[src/rtl/restoring_div_hs.sv]
// restoring_div_hs: sequential restoring divider, one quotient bit per clock,
// with valid/ready handshakes on both the operand and the result side.
// Optional macro DIV_SIGNED_EN adds two's-complement operation selected by sgn.
// Without the macro, sgn is ignored and no negation logic is built.
module restoring_div_hs #(
  parameter int W = 8
) (
  input  logic         clk,
  input  logic         clr_n,
  input  logic         in_valid,
  output logic         in_ready,
  input  logic [W-1:0] dividend,
  input  logic [W-1:0] divisor,
  input  logic         sgn,
  output logic         out_valid,
  input  logic         out_ready,
  output logic [W-1:0] quotient,
  output logic [W-1:0] remainder,
  output logic         dbz,
  output logic         busy
);

  localparam int CW = $clog2(W + 1);

  typedef enum logic [1:0] {IDLE, ITER, FIN, DONE} state_t;

  state_t        state_reg;
  logic [W:0]    a_reg;     // partial remainder, top bit is the sign of the trial
  logic [W-1:0]  q_reg;     // dividend shifting out, quotient shifting in
  logic [W-1:0]  m_reg;     // divisor magnitude
  logic [W-1:0]  d_reg;     // dividend as received, returned on divide-by-zero
  logic [CW-1:0] cnt_reg;
  logic          zero_reg;  // divisor was zero at acceptance

  logic [W:0]    a_shift;
  logic [W:0]    a_trial;
  logic [W-1:0]  dvd_mag;
  logic [W-1:0]  dvs_mag;

`ifdef DIV_SIGNED_EN
  logic          qneg_reg;  // quotient must be negated in FIN
  logic          rneg_reg;  // remainder must be negated in FIN
  logic [W:0]    dvd_ext;
  logic [W:0]    dvs_ext;
  logic          unused_ext;

  // Operand magnitudes, computed in W+1 bits so the most-negative value maps to 2^(W-1)
  always_comb begin
    dvd_ext = {dividend[W-1], dividend};
    dvs_ext = {divisor[W-1], divisor};
    if (sgn && dividend[W-1]) dvd_ext = -{dividend[W-1], dividend};
    if (sgn && divisor[W-1])  dvs_ext = -{divisor[W-1], divisor};
    dvd_mag = sgn ? dvd_ext[W-1:0] : dividend;
    dvs_mag = sgn ? dvs_ext[W-1:0] : divisor;
  end

  assign unused_ext = dvd_ext[W] ^ dvs_ext[W];
`else
  logic unused_sgn;

  // Unsigned build: operands are already magnitudes
  always_comb begin
    dvd_mag = dividend;
    dvs_mag = divisor;
  end

  assign unused_sgn = sgn;
`endif

  // One restoring step: shift {A,Q} left and trial-subtract the divisor
  always_comb begin
    a_shift = {a_reg[W-1:0], q_reg[W-1]};
    a_trial = a_shift - {1'b0, m_reg};
  end

  // Control FSM with registered handshake outputs and result registers
  always_ff @(posedge clk) begin
    if (!clr_n) begin
      state_reg <= IDLE;
      in_ready  <= 1'b1;
      out_valid <= 1'b0;
      busy      <= 1'b0;
      quotient  <= '0;
      remainder <= '0;
      dbz       <= 1'b0;
      cnt_reg   <= '0;
      a_reg     <= '0;
      q_reg     <= '0;
      m_reg     <= '0;
      d_reg     <= '0;
      zero_reg  <= 1'b0;
`ifdef DIV_SIGNED_EN
      qneg_reg  <= 1'b0;
      rneg_reg  <= 1'b0;
`endif
    end else begin
      case (state_reg)
        IDLE: begin
          if (in_valid) begin
            a_reg     <= '0;
            q_reg     <= dvd_mag;
            m_reg     <= dvs_mag;
            d_reg     <= dividend;
            cnt_reg   <= '0;
            zero_reg  <= (divisor == '0);
`ifdef DIV_SIGNED_EN
            qneg_reg  <= sgn & (dividend[W-1] ^ divisor[W-1]);
            rneg_reg  <= sgn & dividend[W-1];
`endif
            in_ready  <= 1'b0;
            busy      <= 1'b1;
            state_reg <= (divisor == '0) ? FIN : ITER;
          end
        end
        ITER: begin
          a_reg   <= a_trial[W] ? a_shift : a_trial;
          q_reg   <= {q_reg[W-2:0], ~a_trial[W]};
          cnt_reg <= cnt_reg + 1'b1;
          if (cnt_reg == CW'(W - 1)) state_reg <= FIN;
        end
        FIN: begin
          if (zero_reg) begin
            quotient  <= '1;
            remainder <= d_reg;
            dbz       <= 1'b1;
          end else begin
`ifdef DIV_SIGNED_EN
            quotient  <= qneg_reg ? -q_reg : q_reg;
            remainder <= rneg_reg ? -a_reg[W-1:0] : a_reg[W-1:0];
`else
            quotient  <= q_reg;
            remainder <= a_reg[W-1:0];
`endif
            dbz       <= 1'b0;
          end
          out_valid <= 1'b1;
          state_reg <= DONE;
        end
        DONE: begin
          if (out_ready) begin
            out_valid <= 1'b0;
            in_ready  <= 1'b1;
            busy      <= 1'b0;
            state_reg <= IDLE;
          end
        end
        default: state_reg <= IDLE;
      endcase
    end
  end

endmodule

[config.mk]
export PLATFORM = sky130hd
export DESIGN_NAME = restoring_div_hs
export DESIGN_NICKNAME = d
export VERILOG_FILES = /design/src/rtl/restoring_div_hs.sv
export SDC_FILE = /design/constraint.sdc
export NUM_CORES = 1
export LEC_CHECK = 0
export CAP_MARGIN = 5
export CORE_ASPECT_RATIO = 0.5
export CORE_UTILIZATION = 30
export CTS_CLUSTER_DIAMETER = 50
export DETAILED_ROUTE_END_ITERATION = 8
export PLACE_DENSITY = 0.52
export SLEW_MARGIN = 20
export SYNTH_ARGS = -nofsm -noshare
export SYNTH_HDL_FRONTEND = slang
export SYNTH_SLANG_ARGS = --single-unit
[constraint.sdc]
create_clock -name clk -period 2.2 [get_ports clk]
set_input_delay 0.33 -clock clk [delete_from_list [all_inputs] [get_ports clk]]
set_output_delay 0.33 -clock clk [all_outputs]
set_load 0.005 [all_outputs]
# Yosys cells after proc, flatten, opt, wreduce, memory -nomap -nowiden
# Index checks and enable logic that the tools add are counted.
[totals]
ff_bits = 59
in_bits = 21
out_inout_bits = 20
word_cells = 55
[op_classes]
add_sub_neg = 2
eq_ne = 7
n_mux = 22
n_bitwise = 1
reduce_logical = 10
[op_table]
columns = ["operator", "n"]
rows = [
  ["$mux 8", 5],
  ["$pmux 8 s2", 2],
  ["$sub 9x8->9", 1],
  ["$logic_not 8->1", 1],
  ["$mux 2", 4],
  ["$pmux 2 s4", 1],
  ["$pmux 4 s2", 1],
  ["$ne 2x2->1 const B", 3],
  ["$pmux 1 s2", 3],
  ["$reduce_and 2->1", 3],
  ["$reduce_and 3->1", 2],
  ["$reduce_bool 2->1", 3],
  ["$mux 1", 5],
  ["$add 4x1->4 const B", 1],
  ["$eq 2x2->1 const B", 2],
  ["$eq 4x3->1 const B", 1],
  ["$mux 4", 1],
  ["$eq 2x1->1 const B", 1],
  ["$logic_not 2->1", 1],
  ["$not 1->1", 1],
]

# Longest topological paths before layout
[depth]
depth_word = 4
ltp_mapped = 10
mapped_depth_nobuf = 9

# Worst setup path before layout
# No wires, ideal clock.
[synth_path]
path_type = "register -> register"
startpoint = "register q_reg[7]"
endpoint = "register a_reg[4]"
setup_time_ps = 62
arrival_ps = 2232
t_required_ps = 2138
slack_ps = -94
path_stages_with_launch = 10
n_path_buf = 0
period_less_slack_ps = 2294
path_cell_list = "dfxtp_1 inv_1 ha_1 fa_1 nand2b_1 a211oi_2 mux2i_1 nor2_2 or4_1 nand3_1"
[synth_via]
elab_chain_cells = 3
[synth_lines]
columns = ["item", "line", "source"]
rows = [
  ["start, declared", "29", "logic [W-1:0] q_reg;"],
  ["start signal, assigned", "101", "q_reg <= dvd_mag;"],
  ["start signal, assigned", "117", "q_reg <= {q_reg[W-2:0], ~a_trial[W]};"],
  ["$sub 9x8->9", "73", "a_trial = a_shift - {1'b0, m_reg};"],
  ["$mux 8", "116", "a_reg <= a_trial[W] ? a_shift : a_trial;"],
  ["$pmux 8 s2", "97", "case (state_reg)"],
  ["end signal, assigned", "116", ""],
  ["end, declared", "28", "logic [W:0] a_reg;"],
]
# Every way passes these cells.
# A chain may end at the register's enable or synchronous reset.

# Final worst setup path
# Same ends and word-level chain as after synthesis.

==> metrics.yaml <==
synth_cell_type_count: 46
ff2ff_setup_slack_ns: -0.11
worstReg2RegEnd: "a_reg[4]"
yosys.area.top_type: "dfxtp_1"
fp.dieArea_um2: 10100
ir_drop_mv: 0.445
setup_violations: 5
slew_viol_final: 0
dp_slack_ns: -0.124
totalWireLength_mm: 7.26
syn_to_final_growth_pct: 34.8
portBuffers: 39
dp.cells: 496
outcome: "finished with violations"
maxCapViolCount: 0
synth_edf_count: 0
worstPathRequired_ns: 2.46
min_path_type: "flip-flop to flip-flop"
total_power_uw: 5490
synth_cells: 324
avgSynthCellArea_um2: 8.96
netlist_area_um2: 2900
yosys_warnings: 0
path_cells: "inv_2 -> ha_4 -> fa_2 -> nand2b_4 -> a211oi_4 -> mux2i_2 -> nor2_2 -> or4_1 -> nand3_1"
rr_worst_depth: 9
ant_nets: 0
final_cells: 513
fmax_mhz: 433
fin_nets: 413
worstSetupStartpointType: "flip-flop"
synth_area_leaders: "dfxtp_1 41%, nand2_1 8.4%, mux2i_1 6.9%, ha_1 5.6%, o211a_1 5.2%"
cts_buffer_depth: 2
violations: "setup timing"
diodes: 0
setup.worst_path.end: "a_reg[4]"
wl_per_cell_um: 14.1
synthTopCellsByCount: "65 x nand2_1, 59 x dfxtp_1, 20 x mux2i_1"
insertion_delay_ns: 0.32
power_density_nw_per_um2: 1400
cts_hold_buf: 0
hold_viol: 0
final_area_um2: 3910
root_buffer: "clkbuf_16"
layout-drive-gt1-share: 0.159
cts.htree.levels: 3
cts_tree: "done"
routed_via_density: 4.85
critical-path-max-stage-delay_ns: 0.47
cp_max_fo: 3
synth_fp_nets: 359
vias: 2486
hpwlAfterDp_mm: 5.51
clock_sinks: 59
crit_start: "q_reg[7]"
finalCritPeriodShare: 1.05
async_flop_share: 0
grt_pass1_vias: 2452
cp.arrival_ns: 2.57
ys_seq_area_frac: 0.407
yosysMostFrequentCell: "nand2_1"
grt_max_degree: 25
layout_setup_ws_ns: -0.110
fin_crit_ns: 2.31
r2r-start: "q_reg[7]"
slowest_stage: "or4_1"
path_clk_slew_ns: 0.05
fp.coreArea_um2: 9040
drc: 0
relSlewSlack: 0.640
ioPinCount: 41
tightest_slew_ns: 0.539
endpoint_kind: "flip-flop"
rsz0062_at_grt: "true"
cts_buffers: 9
core.rowCount: 24
grt.total_usage: 0.159
die_w_um: 141
place_area_um2: 3570
synth-seq-cells: 59
chipHeight_um: 71.6
cellLeakagePower_uw: 0.00160
synth_flop_cell: "dfxtp_1"
grt-ovfl-total: 0
start_util: 0.321
antenna_found_initial: 0
first_pass_iters: 4
post-route-util: 0.433
grt_first_pass_wirelength_mm: 12.3
fin_skew_ns: 0.00449
place.gp.congestion: 0.756
path_class: "flip-flop to flip-flop"
synth_top_area_share: 0.407
first_iter_violations: 145
## layout make-up
type	instances	area, um^2
Sequential cell	59	1180
Inverter	15	56.3
Timing Repair Buffer	64	594
Fill cell	874	5130
Multi-Input combinational cell	229	1620
Clock inverter	1	5.00
Clock buffer	15	288
Tap cell	130	163
## metrics by stage
step,hold WS [ns],setup TNS (ns)
2_1_floorplan,0.443,0
5_1_grt,0.492,-1.02
3_3_place_gp,0.454,-0.215
3_5_place_dp,0.465,-0.647
6_report,0.465,-0.224
4_1_cts,0.472,-0.288
## power breakdown
group | internal [uW] | switching [uW] | total (uW) | leakage (uW)
combinational | 1300 | 1260 | 2560 | 0.000968
sequential | 1370 | 217 | 1590 | 0.000483
clock | 883 | 456 | 1340 | 0.000146
## worst min path at each step
stage                     cells after the start            to  slack [ns]          from
after global placement                        2      m_reg[7]        0.45      m_reg[7]
final                                         2      m_reg[3]        0.47      m_reg[3]
after global routing                          1  remainder[4]        0.49  remainder[4]
after floorplan                               2      d_reg[1]        0.44      d_reg[1]
after CTS                                     2      m_reg[3]        0.47      m_reg[3]
after detailed placement                      2      m_reg[3]        0.47      m_reg[3]
## per-layer routing
metal | wire length [um] | GRT usage | vias up
met5 | 0 | 0 | -
met4 | 112 | 0.0676 | 0
met3 | 238 | 0.0381 | 8
met2 | 3380 | 0.256 | 34
met1 | 3530 | 0.206 | 1190
li1 | - | - | 1254
## timing repair
item,4_1_cts,5_1_grt
endpoints found under the setup margin,9,9
pin swaps,4,8
resized for setup,4,7
buffers inserted,0,2
## kinds of logic after synthesis
kind of cell / after synthesis / synth area share
AND/OR/NAND/NOR: 104 / 0.162
AO/OA/AOI/OAI: 87 / 0.235
flip-flops: 59 / 0.407
buffers and inverters: 36 / 0.0517
multiplexers: 20 / 0.0690
adder cells (fa/ha/maj): 14 / 0.0629
XOR/XNOR: 4 / 0.0121
## cells in the final DEF, fill, tap and decap left out, types with 5 or more instances in the layout
cell type / netlist / layout
o21ai_1: 5 / 6
nand3_1: 8 / 8
clkbuf_16: 0 / 9
clkdlybuf4s50_1: 0 / 39
ha_1: 13 / 12
dfxtp_1: 59 / 58
a21boi_0: 18 / 18
a21oi_1: 7 / 6
nand2_1: 65 / 65
nand2b_1: 6 / 5
buf_4: 1 / 23
o221a_2: 8 / 8
o211a_1: 15 / 15
inv_1: 15 / 14
nor2b_1: 7 / 7
o21ai_0: 10 / 8
mux2i_1: 20 / 19
## critical path: cells and delay by family (launching register included)
kind / cells / cell delay, ns
simple gates: 4 / 0.79
fa+ha+maj: 2 / 0.52
flops: 1 / 0.33
mux: 1 / 0.30
compound gates: 1 / 0.26
buf+inv: 1 / 0.05
(Power assumes the default switching activity.)
